<file path="src/rtl/cmp_tracker_pkg.sv">
// Shared types and defaults for the comparator stream tracker.
// Latency: n/a. Backpressure: n/a.
package cmp_tracker_pkg;

    localparam int DEF_WIDTH         = 8;
    localparam int DEF_SETTLE_CYCLES = 4;
    localparam int DEF_CNT_W         = 16;

    typedef enum logic [1:0] {
        IDLE      = 2'd0,
        DRIVE_MAX = 2'd1,
        DRIVE_MIN = 2'd2
    } state_t;

    // Saturating increment for counters up to 32 bits wide; callers truncate to cnt_w.
    function automatic logic [31:0] sat_inc(input logic [31:0] v, input int cnt_w);
        logic [31:0] all_ones;
        all_ones = (cnt_w >= 32) ? 32'hFFFF_FFFF : ((32'd1 << cnt_w) - 32'd1);
        return (v >= all_ones) ? v : v + 32'd1;
    endfunction

endpackage

</file>
<file path="src/rtl/cmp_settle_timer.sv">
// Load/decrement settle counter; o_done is high while the count is zero.
// Latency: done asserts load_val cycles after a load. Backpressure: none.
// Usage: load SETTLE_CYCLES-1 when the comparator inputs change.
module cmp_settle_timer #(
    parameter int CW = 3
) (
    input  logic          i_clk,
    input  logic          i_rst,
    input  logic          i_load,
    input  logic [CW-1:0] i_load_val,
    output logic          o_done
);

    logic [CW-1:0] r_cnt;

    always_ff @(posedge i_clk or posedge i_rst) begin
        if (i_rst) begin
            r_cnt <= '0;
        end else if (i_load) begin
            r_cnt <= i_load_val;
        end else if (r_cnt != '0) begin
            r_cnt <= r_cnt - 1'b1;
        end
    end

    assign o_done = (r_cnt == '0);

endmodule

</file>
<file path="src/rtl/cmp_stream_tracker.sv">
// Running max (and optional min, macro CMP_MIN_TRACK_EN) tracker around an external comparator.
// Latency: SETTLE_CYCLES per compared sample (2*SETTLE_CYCLES with min tracking); first sample 1 cycle.
// Backpressure: in_ready low while a compare is in flight or clr is asserted.
module cmp_stream_tracker
    import cmp_tracker_pkg::*;
#(
    parameter int WIDTH         = DEF_WIDTH,
    parameter int SETTLE_CYCLES = DEF_SETTLE_CYCLES,
    parameter int CNT_W         = DEF_CNT_W
) (
    input  logic             clk,
    input  logic             rst,
    input  logic             clr,
    input  logic             in_valid,
    input  logic [WIDTH-1:0] in_data,
    output logic             in_ready,
    output logic [WIDTH-1:0] cmp_a,
    output logic [WIDTH-1:0] cmp_b,
    input  logic             cmp_eq,
    input  logic             cmp_gt,
    output logic [WIDTH-1:0] max_val,
    output logic             max_valid,
    output logic [CNT_W-1:0] sample_cnt,
    output logic [CNT_W-1:0] eq_cnt,
    output logic             busy
`ifdef CMP_MIN_TRACK_EN
    ,
    output logic [WIDTH-1:0] min_val
`endif
);

    localparam int          TW          = $clog2(SETTLE_CYCLES + 1);
    localparam logic [TW-1:0] SETTLE_LOAD = TW'(SETTLE_CYCLES - 1);

    state_t           r_state;
    state_t           w_state_nxt;
    logic             r_live;
    logic             w_ready;
    logic             w_hs;
    logic             w_load;
    logic             w_done;
    logic             w_eq;
    logic             w_gt;
    logic [WIDTH-1:0] r_cmp_a;
    logic [WIDTH-1:0] r_cmp_b;
    logic [WIDTH-1:0] r_max;
    logic             r_max_valid;
    logic [CNT_W-1:0] r_sample_cnt;
    logic [CNT_W-1:0] r_eq_cnt;
`ifdef CMP_MIN_TRACK_EN
    logic [WIDTH-1:0] r_min;
`endif

    // Undriven or unknown comparator outputs must never count as a hit.
    assign w_eq = (cmp_eq === 1'b1);
    assign w_gt = (cmp_gt === 1'b1);

    cmp_settle_timer #(
        .CW(TW)
    ) u_timer (
        .i_clk      (clk),
        .i_rst      (rst),
        .i_load     (w_load),
        .i_load_val (SETTLE_LOAD),
        .o_done     (w_done)
    );

    // Holds in_ready low for the whole reset period and its release cycle.
    always_ff @(posedge clk or posedge rst) begin
        if (rst) begin
            r_live <= 1'b0;
        end else begin
            r_live <= 1'b1;
        end
    end

    always_ff @(posedge clk or posedge rst) begin
        if (rst) begin
            r_state <= IDLE;
        end else begin
            r_state <= w_state_nxt;
        end
    end

    always_comb begin
        w_state_nxt = r_state;
        w_ready     = 1'b0;
        w_hs        = 1'b0;
        w_load      = 1'b0;
        case (r_state)
            IDLE: begin
                w_ready = r_live && !clr;
                w_hs    = in_valid && w_ready;
                if (w_hs && r_max_valid) begin
                    w_state_nxt = DRIVE_MAX;
                    w_load      = 1'b1;
                end
            end
            DRIVE_MAX: begin
                if (w_done) begin
`ifdef CMP_MIN_TRACK_EN
                    w_state_nxt = DRIVE_MIN;
                    w_load      = 1'b1;
`else
                    w_state_nxt = IDLE;
`endif
                end
            end
            DRIVE_MIN: begin
`ifdef CMP_MIN_TRACK_EN
                if (w_done) begin
                    w_state_nxt = IDLE;
                end
`else
                w_state_nxt = IDLE;
`endif
            end
            default: w_state_nxt = IDLE;
        endcase
        if (clr) begin
            w_state_nxt = IDLE;
            w_load      = 1'b0;
        end
    end

    always_ff @(posedge clk or posedge rst) begin
        if (rst) begin
            r_cmp_a      <= '0;
            r_cmp_b      <= '0;
            r_max        <= '0;
            r_max_valid  <= 1'b0;
            r_sample_cnt <= '0;
            r_eq_cnt     <= '0;
`ifdef CMP_MIN_TRACK_EN
            r_min        <= '0;
`endif
        end else if (clr) begin
            r_cmp_a      <= '0;
            r_cmp_b      <= '0;
            r_max        <= '0;
            r_max_valid  <= 1'b0;
            r_sample_cnt <= '0;
            r_eq_cnt     <= '0;
`ifdef CMP_MIN_TRACK_EN
            r_min        <= '0;
`endif
        end else begin
            case (r_state)
                IDLE: begin
                    if (w_hs && !r_max_valid) begin
                        r_max        <= in_data;
                        r_max_valid  <= 1'b1;
                        r_sample_cnt <= CNT_W'(sat_inc(32'(r_sample_cnt), CNT_W));
`ifdef CMP_MIN_TRACK_EN
                        r_min        <= in_data;
`endif
                    end else if (w_hs) begin
                        r_cmp_a <= in_data;
                        r_cmp_b <= r_max;
                    end
                end
                DRIVE_MAX: begin
                    if (w_done) begin
                        // Both flags high is a broken comparator: count the sample, trust nothing else.
                        if (w_gt && !w_eq) begin
                            r_max <= r_cmp_a;
                        end
                        if (w_eq && !w_gt) begin
                            r_eq_cnt <= CNT_W'(sat_inc(32'(r_eq_cnt), CNT_W));
                        end
                        r_sample_cnt <= CNT_W'(sat_inc(32'(r_sample_cnt), CNT_W));
`ifdef CMP_MIN_TRACK_EN
                        r_cmp_b <= r_min;
`endif
                    end
                end
`ifdef CMP_MIN_TRACK_EN
                DRIVE_MIN: begin
                    if (w_done && !w_gt && !w_eq) begin
                        r_min <= r_cmp_a;
                    end
                end
`endif
                default: ;
            endcase
        end
    end

    assign in_ready   = w_ready;
    assign cmp_a      = r_cmp_a;
    assign cmp_b      = r_cmp_b;
    assign max_val    = r_max;
    assign max_valid  = r_max_valid;
    assign sample_cnt = r_sample_cnt;
    assign eq_cnt     = r_eq_cnt;
    assign busy       = (r_state != IDLE);
`ifdef CMP_MIN_TRACK_EN
    assign min_val    = r_min;
`endif

endmodule
</file>
<file path="config.mk">
export PLATFORM = sky130hd
export DESIGN_NAME = cmp_stream_tracker
export DESIGN_NICKNAME = d
export VERILOG_FILES = /design/src/rtl/cmp_tracker_pkg.sv /design/src/rtl/cmp_settle_timer.sv /design/src/rtl/cmp_stream_tracker.sv
export SDC_FILE = /design/constraint.sdc
export NUM_CORES = 1
export LEC_CHECK = 0
export ABC_AREA = 1
export BUFFER_PORTS_ARGS = -buffer_cell sky130_fd_sc_hd__buf_2
export CELL_PAD_IN_SITES_DETAIL_PLACEMENT = 2
export CELL_PAD_IN_SITES_GLOBAL_PLACEMENT = 2
export CORE_MARGIN = 5
export CORE_UTILIZATION = 31
export CTS_CLUSTER_SIZE = 25
export DETAILED_ROUTE_END_ITERATION = 8
export PLACE_DENSITY = 0.88
export SYNTH_ARGS = -nofsm -noshare
export SYNTH_HDL_FRONTEND = slang
export SYNTH_SLANG_ARGS = --single-unit
</file>
<file path="constraint.sdc">
create_clock -name clk -period 2.9 [get_ports clk]
set_input_delay 0.725 -clock clk [delete_from_list [all_inputs] [get_ports clk]]
set_output_delay 0.725 -clock clk [all_outputs]
set_load 0.03 [all_outputs]
</file>
==> metrics.cfg <==
[status]
outcome=finished, final reports clean

[clock_tree]
postCtsHoldBufs=0
cts-root-buf=clkbuf_8
cts_made_buffers=9
clk_pin_slew_worst_paths_ns=0.08
cts_tree=done
post_cts_buffers=0
cts.sinks=62
cts-resized-gates=0
htreeDepth=3
clk_latency_ns=0.35
clockBufferDepth=2

[worst_setup_path]
crit_type=input port to primary output
cp_slowest_cell=buf_2
crit_fanout=12
crit_path_frequent_cell=buf_2
crit_chain=buf_2 -> inv_2 -> nand2_1 -> nor2_1 -> buf_2
slowest_delay_ns=0.27
rrSetupSlack_ns=0.85
worst_ep_required_time_ns=2.17
crit_path_start_kind=input port
critical_path_arrival_ns=1.40
critPathCaptureType=primary output

[placement]
place_area_um2=3835
place.port_buffers=72
dp_hpwl_mm=8.343
place_congestion=0.7795

[yosys]
ys_seq_elements=62
synthesis.area_um2=3331
synthCells=437
synth_compound_area_share_pct=9.767
ys_types=29
ys_seq_area_share_pct=46.58
synthAdderAreaFrac_pct=1.503
synth_mux_area_share_pct=0
mappedNetlistNets=455
synthSimpleGateAreaFrac_pct=33.28
yosys.area_share.xor_xnor_pct=2.630
avgSynthCellArea_um2=7.622
synth_top_family_by_area=simple AND/OR/NAND/NOR gates
yosysWarnings=0

[global_route]
grt_pass1_wl_mm=19.28
grt_max_degree=50
grtUsageTotal_pct=18.86
gr-total-overflow=0
antenna_found_initial=0
first_global_vias=3702

[floorplan]
die-area_um2=12920
core_um2=10420
rows=37
start_util_pct=31.98
ios=73
die_h_um=113.7
die_w_um=113.7

[drt]
num_vias=3349
drc=0
wl_per_cell_um=18.19
wl_mm=11.86
vias_per_cell=5.137
ant_nets=0
drtPass1Iterations=4
drt_iter0_drc=89

[finish]
diodes=0
nFillCells=1229
final_area_um2=4033
layout_common_cells=nand2_1, buf_2, dfrtp_1
layout-drive-gt1-share_pct=20.35
syn_to_final_growth_pct=21.07
fin_nets=529
multiInputGateArea_um2=1575
regArea_um2=1551
mostFrequentLayoutCell=nand2_1

[sta]
max_freq_ghz=0.4710
period_needed_ns=2.123
max-slew-margin-rel_pct=60.38
period_share_pct=73.21
skew_ns=0.009127
finalSetupViolCount=0
hold_viol=0
rsz0062_at_grt=no
finalSetupTns_ns=0
slew_violations=0
hold_slack_ns=0.3271
worst_pin_slew_ns=0.5929

[power_and_ir_drop]
power.density_nw_per_um2=519.7
leakage_nw=2.099
ir_worst_vdd_mv=0.2010

[run]
max_cap_viol_count=0

[min_path]
min_path_type=input port to asynchronous set/reset pin

layer usage:
layer | global-route usage [%] | part of all wire [%] | wire (um)
met5 | 0 | 0 | 0
met4 | 5.048 | 1.4 | 171
met3 | 3.607 | 2.3 | 272
met2 | 34.16 | 53 | 6334
met1 | 22.79 | 43 | 5081
registers in the layout (all words and copies together) (netlist names):
register       count
r_live             1
cmp_a              8
max_valid          1
max_val            8
u_timer.r_cnt      3
eq_cnt            16
sample_cnt        16
cmp_b              8
r_state            1
cell families after synthesis:
kind of cell	count (synthesis)
AND/OR/NAND/NOR	254
flip-flops	62
AO/OA/AOI/OAI	58
XOR/XNOR	10
buffers and inverters	48
adder cells (fa/ha/maj)	4
other	1
synthesized netlist by cell type:
cell	n	share of area, %
a21oi_1	3	0.45
inv_1	30	3.4
nand4_2	1	0.38
inv_2	3	0.34
clkinv_1	1	0.11
ha_1	4	1.5
buf_1	3	0.34
o21ai_1	32	4.8
a21o_1	1	0.23
nand3_1	56	8.4
o21bai_1	4	0.90
a22oi_1	8	1.8
nand2_2	1	0.19
buf_4	4	0.90
nor4_4	1	0.64
nand4_1	9	1.7
nor2_1	38	4.3
nor2_2	1	0.19
nor2_4	3	1.0
and3_1	1	0.19
a211oi_1	1	0.23
dfrtp_1	62	47
conb_1	1	0.11
xor2_1	9	2.4
o21ai_0	9	1.4
xnor2_1	1	0.26
nand2_1	142	16
nand3_2	1	0.30
buf_2	7	1.1
through the flow:
step / std cells / util [%] / power (mW) / setup WS [ns]
2_1_floorplan: 437 / - / 1.194 / 0.6336
3_3_place_gp: 636 / 36.82 / 1.280 / 0.6191
3_5_place_dp: 636 / 36.82 / 1.313 / 0.4747
4_1_cts: 652 / 38.71 / 2.121 / 0.7503
5_1_grt: 652 / 38.71 / 2.204 / 0.6601
6_report: 652 / 38.71 / 2.096 / 0.7768
worst paths after layout:
kind	from	endpoint	cells after the start
setup / recovery	clr	in_ready	5
hold / removal	rst	cmp_b[6]	2
setup reg to reg	eq_cnt[0]	eq_cnt[9]	8
hold reg to reg	cmp_b[5]	cmp_b[5]	2
max in group asynchronous	rst	max_val[5]	3
min in group clk	cmp_b[5]	cmp_b[5]	2
critical path, delay by kind of cell:
kind	cells	cell delay (ns)
buffers and inverters	3	0.52
AND/OR/NAND/NOR	2	0.16
cell type report:
| cell class | count | share of cell area (%) |
|---|---|---|
| Timing Repair Buffer | 77 | 10.18 |
| Multi-Input combinational cell | 327 | 39.06 |
| Clock buffer | 9 | 3.072 |
| Sequential cell | 62 | 38.47 |
| Inverter | 34 | 3.165 |
| Tap cell | 136 | 4.220 |
| Clock inverter | 7 | 1.831 |
power breakdown:
part	total (mW)	internal, mW	switching (mW)
registers	0.962	0.916	0.0460
clock network	0.796	0.400	0.396
logic	0.338	0.0952	0.243
total	2.10	1.41	0.685
Power figures use the tool's default switching activity.
